## config.mk

```make
export PLATFORM = sky130hd
export DESIGN_NAME = serial_addsub_n
export DESIGN_NICKNAME = d
export VERILOG_FILES = /design/src/rtl/serial_addsub_n.sv
export SDC_FILE = /design/constraint.sdc
export NUM_CORES = 1
export LEC_CHECK = 0
export ABC_AREA = 1
export BUFFER_PORTS_ARGS = -buffer_cell sky130_fd_sc_hd__buf_4
export CORE_AREA = 5 5 42 44
export DETAILED_ROUTE_END_ITERATION = 7
export DIE_AREA = 0 0 47 49
export PLACE_DENSITY = 0.67
export SLEW_MARGIN = 30
export SYNTH_ARGS = -nofsm -noshare
export SYNTH_HDL_FRONTEND = slang
export SYNTH_SLANG_ARGS = --single-unit
```

## constraint.sdc

```tcl
create_clock -name clk -period 1.8 [get_ports clk]
set_input_delay 0.36 -clock clk [delete_from_list [all_inputs] [get_ports clk]]
set_output_delay 0.36 -clock clk [all_outputs]
set_load 0.01 [all_outputs]
```

## src/rtl/serial_addsub_n.sv

```systemverilog
// Digit-serial two's-complement adder/subtractor, LSB digit first.
// Define SERIAL_ADDSUB_ZFLAG_EN to add the per-word zero flag output.
module serial_addsub_n #(
  parameter int DIGIT_W     = 1,
  parameter int WORD_DIGITS = 8
) (
  input  logic               clk,
  input  logic               reset,
  input  logic               in_valid,
  input  logic               sof,
  input  logic               sub,
  input  logic [DIGIT_W-1:0] a,
  input  logic [DIGIT_W-1:0] b,
  output logic [DIGIT_W-1:0] q,
  output logic               q_valid,
  output logic               eow,
  output logic               cout,
  output logic               ovf,
`ifdef SERIAL_ADDSUB_ZFLAG_EN
  output logic               zero,
`endif
  output logic               state
);

  localparam int CW = (WORD_DIGITS > 1) ? $clog2(WORD_DIGITS) : 1;
  localparam logic [CW-1:0] LAST = CW'(WORD_DIGITS - 1);

  logic [CW-1:0]      r_cnt;
  logic               r_mode;
  logic               r_state;
  logic [DIGIT_W-1:0] r_q;
  logic               r_qv;
  logic               r_eow;
  logic               r_cout;
  logic               r_ovf;

  logic               w_d0;
  logic               w_m;
  logic               w_cin;
  logic               w_last;
  logic               w_cmsb;
  logic [DIGIT_W-1:0] w_beff;
  logic [DIGIT_W:0]   w_sum;
  logic [CW-1:0]      w_cnt_nx;

  always_comb begin
    w_d0   = in_valid & (sof | (r_cnt == '0));
    w_m    = w_d0 ? sub : r_mode;
    w_beff = w_m ? ~b : b;
    w_cin  = w_d0 ? w_m : r_state;
    w_sum  = {1'b0, a} + {1'b0, w_beff}
           + {{DIGIT_W{1'b0}}, w_cin};
    // A forced digit 0 is last only for one-digit words
    w_last = w_d0 ? (WORD_DIGITS == 1)
                  : (r_cnt == LAST);
    w_cmsb = a[DIGIT_W-1] ^ w_beff[DIGIT_W-1]
           ^ w_sum[DIGIT_W-1];
    if (w_last)
      w_cnt_nx = '0;
    else if (w_d0)
      w_cnt_nx = CW'(1);
    else
      w_cnt_nx = r_cnt + CW'(1);
  end

  always_ff @(posedge clk) begin
    if (reset) begin
      r_cnt   <= '0;
      r_mode  <= 1'b0;
      r_state <= 1'b0;
      r_q     <= '0;
      r_qv    <= 1'b0;
      r_eow   <= 1'b0;
      r_cout  <= 1'b0;
      r_ovf   <= 1'b0;
    end else if (in_valid) begin
      r_cnt   <= w_cnt_nx;
      r_state <= w_sum[DIGIT_W];
      r_q     <= w_sum[DIGIT_W-1:0];
      r_qv    <= 1'b1;
      r_eow   <= w_last;
      if (w_d0)
        r_mode <= sub;
      if (w_last) begin
        r_cout <= w_sum[DIGIT_W];
        r_ovf  <= w_cmsb ^ w_sum[DIGIT_W];
      end
    end else begin
      r_qv  <= 1'b0;
      r_eow <= 1'b0;
    end
  end

`ifdef SERIAL_ADDSUB_ZFLAG_EN
  logic r_zacc;
  logic r_zero;
  logic w_zacc_nx;

  always_comb begin
    w_zacc_nx = (w_sum[DIGIT_W-1:0] == '0)
              & (w_d0 | r_zacc);
  end

  always_ff @(posedge clk) begin
    if (reset) begin
      r_zacc <= 1'b1;
      r_zero <= 1'b1;
    end else if (in_valid) begin
      r_zacc <= w_zacc_nx;
      if (w_last)
        r_zero <= w_zacc_nx;
    end
  end

  assign zero = r_zero;
`endif

  assign q       = r_q;
  assign q_valid = r_qv;
  assign eow     = r_eow;
  assign cout    = r_cout;
  assign ovf     = r_ovf;
  assign state   = r_state;

endmodule

```

# Yosys cells after proc, flatten, opt, wreduce, memory -nomap -nowiden

Cells that the tools add are included.

Memories kept: 0
Memory bits (writable): 0
ROM bits: 0
Word-level logic and storage cells: 29
Input bits: 7
Latch bits: 0
Output and inout port bits: 6
Register bits: 10

Shifts and indexed selects: 0
Divide/modulo/power cells: 0
Bitwise gates (word level): 7
$mul: 0
Reductions and logical operators: 3
Mux-type cells: 7
Add/sub/neg operators: 3
Magnitude comparators: 0
Eq/ne operators: 1

Operators by type and width:

| kind                | number |
|---|---|
| $mux 3              | 2 |
| $mux 1              | 5 |
| $add 3x1->3 const B | 1 |
| $eq 3x3->1 const B  | 1 |
| $logic_not 3->1     | 1 |
| $xor 1x1->1         | 3 |
| $add 1x1->2         | 1 |
| $add 2x1->2         | 1 |
| $not 1->1           | 2 |
| $reduce_and 2->1    | 1 |
| $reduce_or 2->1     | 1 |
| $and 1x1->1         | 1 |
| $or 1x1->1          | 1 |

# Longest topological paths before layout

Gate-level depths: netlist (run 1).

Word-level depth: 9
Depth in mapped cells: 16
Depth with buffers taken out: 16

# Least setup slack after synthesis (run 1)

Ideal clock, no wire load.

Path type: register -> register
From: register r_cnt[0]
To: register r_ovf (netlist: ovf)
Setup slack: -1 ps
Path buffers: 0
Cell stages (with the launch flop): 15
Arrival time: 1,689 ps
Setup time: 113 ps
Required time: 1,687 ps
Clock period less this slack: 1,801 ps
Cells stage by stage: dfxtp_1 -> inv_1 -> ha_1 -> nand2_2 -> nand2_2 -> nand2_4 -> inv_2 -> o21ai_0 -> inv_1 -> ha_1 -> xor2_1 -> nand2_1 -> nand2_1 -> nor2_1 -> nor2_1

Longest elaborated chain between the ends: 9
Elaborated cells on any way between the ends: 14
Those cells by class: add/sub (2); eq/ne (1); mux (4); bitwise (5); reduce/logical (2)

RTL lines:

| element                | line | text |
|---|---|---|
| from (decl)            | 28   | `logic [CW-1:0] r_cnt;` |
| from (signal assigned) | 77   | `r_cnt <= w_cnt_nx;` |
| $logic_not 3->1        | 47   | `w_d0 = in_valid & (sof \| (r_cnt == '0));` |
| $or 1x1->1             | 47   |  |
| $and 1x1->1            | 47   |  |
| $mux 1                 | -    |  |
| $mux 1                 | 49   | `w_beff = w_m ? ~b : b;` |
| $add 1x1->2            | 51   | `w_sum = {1'b0, a} + {1'b0, w_beff}` |
| $add 2x1->2            | 52   | `+ {{DIGIT_W{1'b0}}, w_cin};` |
| $xor 1x1->1            | 57   | `^ w_sum[DIGIT_W-1];` |
| $xor 1x1->1            | 86   | `r_ovf <= w_cmsb ^ w_sum[DIGIT_W];` |
| to (signal assigned)   | 86   |  |
| to (decl)              | 35   | `logic r_ovf;` |

Several ways; a longest one is shown, not always the timed one.
A chain may end at the register's enable or synchronous reset.

# Final worst setup path (run 1)

From: register r_cnt[1]
To: register r_ovf (netlist: ovf)

Elaborated cells on any way between the ends: 14
Those cells by class: add/sub (2); eq/ne (1); mux (4); bitwise (5); reduce/logical (2)

RTL lines:

| element           | line | text |
|---|---|---|
| $logic_not 3->1 * | 47   |  |
| $or 1x1->1 *      | 47   |  |
| $and 1x1->1 *     | 47   |  |
| $mux 1            | -    |  |
| $mux 1            | 49   |  |
| $add 1x1->2       | 51   |  |
| $add 2x1->2 *     | 52   |  |
| net w_sum[1]      | 43   | `logic [DIGIT_W:0] w_sum;` |
| $xor 1x1->1 *     | 86   |  |

The timed path passes the listed nets; every way through them passes the cells marked *.

==> results of run 1 <==
[Yosys cell counts]
| master | count | area (sq um) |
|---|---|---|
| nand2_1 | 15 | 56.3 |
| inv_1 | 12 | 45.0 |
| dfxtp_1 | 10 | 200 |
| nor2_1 | 6 | 22.5 |
| a21oi_1 | 4 | 20.0 |
| ha_1 | 4 | 50.1 |
| nand2_2 | 3 | 18.8 |
| o21ai_0 | 3 | 15.0 |
| nand4_1 | 2 | 12.5 |
| buf_6 | 1 | 11.3 |
| fa_1 | 1 | 20.0 |
| inv_2 | 1 | 3.75 |
| nand2_4 | 1 | 11.3 |
| nand3_1 | 1 | 5.00 |
| nand3_4 | 1 | 17.5 |
| nand3b_1 | 1 | 7.51 |
| nor2_4 | 1 | 11.3 |
| o21ai_1 | 1 | 5.00 |
| xnor2_1 | 1 | 8.76 |
| xor2_1 | 1 | 8.76 |
[sequential cells by signal (all words and copies together) (netlist names)]
register  flops
eow           1
cout          1
ovf           1
r_mode        1
q             1
r_cnt         3
q_valid       1
state         1
[critical path, stage by stage (launching register included)]
cell and delay (ns):
dfxtp_2 0.33, inv_2 0.04, ha_4 0.15, nand2_2 0.05
nand2_2 0.06, nand2_4 0.06, inv_2 0.04, nand2_2 0.07
nand2_2 0.06, nand2_2 0.07, nand2_2 0.06, fa_2 0.41
nand2_1 0.08, nand2_1 0.04, nor2_1 0.09, nor2_1 0.05
[report_power, final]
| group | internal [mW] | leakage (nW) | switching [mW] |
|---|---|---|---|
| registers | 0.232 | 0.0827 | 0.00570 |
| clock network | 0.0769 | 0.0138 | 0.0689 |
| logic | 0.0627 | 0.261 | 0.0652 |
[through the flow]
step                std cells  TNS [ns]  area (sq um)  power [mW]
detailed placement        100   -0.0234           687       0.358
floorplan                  70         0           566       0.316
finish                    104         0           739       0.512
CTS                       103         0           711       0.510
global placement          100         0           687       0.356
global route              104   -0.0936           739       0.542
[per-layer routing]
metal  global-route usage  wire [um]
met2                0.133        492
met3               0.0148         42
met1                0.129        479
met4               0.0968         20
met5                    0          0
[cells by family (layout without fill, tap and decap cells)]
logic type,after synthesis,after routing
simple gates,31,31
flops,10,10
compound gates,8,8
buf+inv,14,32
fa+ha+maj,5,5
xor+xnor,2,2
[path summary, 6_finish.rpt]
| check | start | slack, ns | endpoint | cells after the start |
|---|---|---|---|---|
| worst max-delay path | r_cnt[1] | 0.05 | ovf | 15 |
| worst min-delay path | reset | 0.33 | r_cnt[1] | 2 |
| worst max register to register | r_cnt[1] | 0.05 | ovf | 15 |
| worst min register to register | cout | 0.47 | cout | 2 |
[final cells by class]
type	instances	area, sq um
multi-input cells	46	325
repair buffers	16	120
fillers	147	662
flip-flops and latches	10	203
well taps	16	20.0
clock buffers	3	22.5
inverters	13	48.8
[what timing repair did]
action                                  in CTS  in global routing
endpoints found under the setup margin       2                  2
resized for setup                            2                  9
gates cloned                                 0                  0
pin swaps                                    1                  9
buffers inserted                             0                  1
==> impl_results.md, run 1 <==
* Mapped Avg Cell Area at 7.86 sq um
* Arr. time, crit path at 1.91 ns
* Register bit count reported by yosys at 10
* Antenna violations before repair at 0
* Synth warn at 0
* Status: completed
* Max Cap Viol at 0
* Synth Instances at 70
* H-tree Lvls at 1
* Fmax at 0.571 GHz
* Pwr/cell area at 692 nW/um^2
* Syn-to-layout area delta at 34.3%
* Top-Level Pins at 13
* Post-synthesis cell area at 551 sq um
* Crit start category: flip-flop
* Clk_lat worst skew at 0.26 ns
* Root Driver: clkbuf_4
* CTS sink cnt at 10
* Core area at 1400 sq um
* Avg Vias per Cell at 4.44
* Worst slew margin at 0.884
* Hold WS at 0.330 ns
* Setup WS post-layout at 0.0490 ns
* First-pass GRT wire length at 1620 um
* Vias at 462
* Crit path capture type: flip-flop
* # hold bufs at CTS at 0
* Drt first pass iters at 4
* DRT Wirelength at 1030 um
* IO buf count at 12
* Clk buf depth at 2
* Synthesized Nets at 82
* GPL Wtd Cong at 0.798
* CTS buffer count at 3
* Pin count of the biggest net entering global routing at 10
* Commonest non-fill, non-tap cell in the layout: buf_4
* P_leak at 0.358 nW
* Worst slack at placement at -0.0184 ns
* DR DRC count at 0
* Post-Synth Adder-Cell Area at 0.127
* Site row count at 14
* Full die area at 2300 sq um
* Worst VDD drop at 0.000306 V
* RSZ-0062 raised after global routing: yes
* Final Util at 0.528
* Die X at 47 um
* CP Class: flip-flop to flip-flop
* # diodes at 0
* Critical Path RT at 1.96 ns
* Sequential-to-total area share from yosys stat at 0.364
* Final setup fails at 0
* Routed len/inst at 9.94 um
* Most frequent cells in the layout: buf_4 (16), nand2_1 (12), inv_1 (9)
* Final Hold Fails at 0
* Layout Skew at 0.00453 ns
* CP Max Fanout at 3
* Nets@finish at 102
* Die Y at 49 um
* CTS tree: built
* Detail Route Antenna Nets at 0
* Post-synthesis simple-gate area fraction at 0.295
* Layout cell share with drive strength beyond 1 at 0.420
* Grt total ovfl at 0
* Post-synthesis xor/xnor area fraction at 0.0318
* Synth Area in Compound Gates at 0.0727
* Largest family of logic cells by synthesized area: simple AND/OR/NAND/NOR gates
* Starting Density at 0.393
* GRT Util Overall at 0.100
* Count of cell types in the netlist at 20
* Fin crit period at 1.75 ns
* Vias in the first global route at 404
* Multiplexer area fraction after synthesis at 0
* Max Slew Vio Count at 0
* HPWL after detailed placement at 818 um
* Initial DRC Count at 6
* Hold WC Path Type: input port to flip-flop
* Worst slew pin tran at 0.174 ns
* Clock transition at path regs at 0.06 ns
* Crit share post-route at 0.973
Note: power is estimated with default switching activity, not from simulation.
==> inputs of run 2 (changes only) <==
CELL_PAD_IN_SITES_DETAIL_PLACEMENT = 0   (was not set)
CELL_PAD_IN_SITES_GLOBAL_PLACEMENT = 1   (was not set)
CORE_AREA = not set   (was 5 5 42 44)
CORE_MARGIN = 5   (was not set)
CORE_UTILIZATION = 32   (was not set)
CTS_CLUSTER_DIAMETER = 80   (was not set)
DIE_AREA = not set   (was 0 0 47 49)
PLACE_DENSITY = not set   (was 0.67)
PLACE_DENSITY_LB_ADDON = 0.1   (was not set)
==> run 2 against run 1 <==
Net effect:
- core utilization shrank 7.5 points
- first-iteration DRC count is 17% lower
- clock skew is essentially flat
- final cell count rose by 2.9%
- maximum frequency rose by 1.1%
- sequential share of layout area down 0.90 points
- cell area increased by 3.4%
- sequential cell count is the same
- via count rose by 1.9%
- power up 12%
- critical path type unchanged
- largest cell class unchanged
- largest power group unchanged
==> impl_results.md, run 2 (synthesized netlist as in run 1, its figures left out) <==
* CTS buffer count at 3
* CTS tree: built
* Fin Setup TNS at 0 ns
* Status: completed
* Hold WC Path Type: input port to flip-flop
* Hold depth at 2
* Layout cell share with drive strength beyond 1 at 0.444
* Pin count of the biggest net entering global routing at 10
* Min-delay src: reset
* Dpl cell area at 703 sq um
* RSZ-0062 raised after global routing: yes
* R2R Setup Slk at 0.07 ns
* DRT Wirelength at 1050 um
* Root Driver: clkbuf_4
* Worst VDD drop at 0.000501 V
* Final Util at 0.453
* CP Class: flip-flop to flip-flop
* H-tree Lvls at 1
* GPL Wtd Cong at 0.764
* # hold bufs at CTS at 0
* Clk_lat worst skew at 0.26 ns
* Worst slew pin tran at 0.171 ns
* Nets@finish at 103
* Worst slew margin at 0.886
* Final Hold Fails at 0
* P_leak at 0.370 nW
* Fillcell total at 178
* Drt first pass iters at 3
* FF/Latch Area at 203 sq um
* Grt total ovfl at 0
* Arr. time, crit path at 1.90 ns
* CP Max Fanout at 3
* Reg2reg end: ovf
* Site row count at 15
* Clock transition at path regs at 0.07 ns
* First-pass GRT wire length at 1880 um
* Max Slew Vio Count at 0
* Commonest non-fill, non-tap cell in the layout: buf_4
* Final setup fails at 0
* Routed len/inst at 9.80 um
* Crit path capture type: flip-flop
* Critical Path RT at 1.97 ns
* Core area at 1690 sq um
* Final Cell Area at 764 sq um
* DR DRC count at 0
* Detail Route Antenna Nets at 0
* Top-Level Pins at 13
* Starting Density at 0.326
* # diodes at 0
* Hold path endpoint: eow
* HPWL after detailed placement at 846 um
* CTS sink cnt at 10
* Post CTS Setup Buffer Count at 0
* Fmax at 0.577 GHz
* Reg-to-reg startpoint: r_cnt[1]
* Crit start category: flip-flop
* Multi-input gate area at 328 sq um
* Crit share post-route at 0.962
* Avg Vias per Cell at 4.40
* Vias in the first global route at 454
* Antenna violations before repair at 0
* Full die area at 2650 sq um
* Initial DRC Count at 5
* Clk buf depth at 2
* GRT Util Overall at 0.0975
* Max Cap Viol at 0
* Die X at 51.5 um
* Max FFs per register at 3
* Vias at 471
* Top reg by flops: r_cnt
* Syn-to-layout area delta at 38.9%
* Die Y at 51.5 um
* Total power at 0.572 mW
* IO buf count at 12
* Fin crit period at 1.73 ns
* Pwr/cell area at 748 nW/um^2
* Layout Skew at 0.00452 ns
* Most frequent cells in the layout: buf_4 (17), nand2_1 (12), inv_1 (9)
* Worst Reg2Reg Path Length in Cells at 15
[run 2: cell types whose count changed in the layout (fill, tap and decap cells not counted)]
cell      before  now
nor2_1         6    5
o21ai_1        2    1
clkbuf_8       0    1
buf_4         16   17
o21ai_0        2    3
nor2_2         0    1
[run 2: what timing repair did]
action,4_1_cts,5_1_grt
setup endpoints to repair,2,4
gates cloned,0,0
pin swaps,1,12
resized for setup,1,10
[run 2: routing by layer]
| metal | vias to the layer above | GRT usage | routed length [um] |
|---|---|---|---|
| met2 | 9 | 0.153 | 531 |
| met3 | 0 | 0.0671 | 95 |
| met5 | - | 0 | 0 |
| li1 | 255 | - | - |
| met4 | 0 | 0.0262 | 0 |
| met1 | 207 | 0.106 | 422 |
[run 2: worst max-delay path by stage]
stage,slack (ns),startpoint,depth (start not counted),end
2_1_floorplan,0.03,r_cnt[0],12,q
3_3_place_gp,-0.007,r_cnt[0],11,q
3_5_place_dp,-0.007,r_cnt[0],11,q
4_1_cts,0.001,r_cnt[0],16,ovf
5_1_grt,-0.11,r_cnt[1],15,ovf
6_report,0.07,r_cnt[1],15,ovf
[run 2: worst max-delay path, cell delays in order (launching register included)]
cell and delay, ns:
dfxtp_2 0.33, inv_2 0.04, ha_4 0.15, nand2_2 0.05, nand2_2 0.06, nand2_4 0.07
inv_2 0.04, nand2_2 0.06, nand2_2 0.06, nand2_2 0.07, nand2_2 0.06, fa_2 0.40
nand2_1 0.07, nand2_1 0.04, nor2_1 0.09, nor2_1 0.04
[run 2: power breakdown]
part           total [mW]  internal, mW  switching, mW  leakage (nW)
sequential          0.237         0.232        0.00494        0.0827
combinational       0.133        0.0667         0.0668         0.267
clock               0.201         0.123         0.0785        0.0210
total               0.572         0.421          0.150         0.370
[run 2: per-stage QoR]
step	hold WS, ns	instances	setup slack [ns]
3_3_place_gp	0.472	103	-0.00697
4_1_cts	0.313	107	0.00107
3_5_place_dp	0.469	103	-0.00652
6_report	0.318	107	0.0676
2_1_floorplan	0.429	70	0.0283
5_1_grt	0.315	107	-0.105
[run 2: area by class of cell]
cell class / count / share of cell area
multi-input combinational: 46 / 0.429
sequential: 10 / 0.265
timing repair buffer: 17 / 0.167
inverter: 13 / 0.0638
clock buffer: 4 / 0.0475
tap: 17 / 0.0278
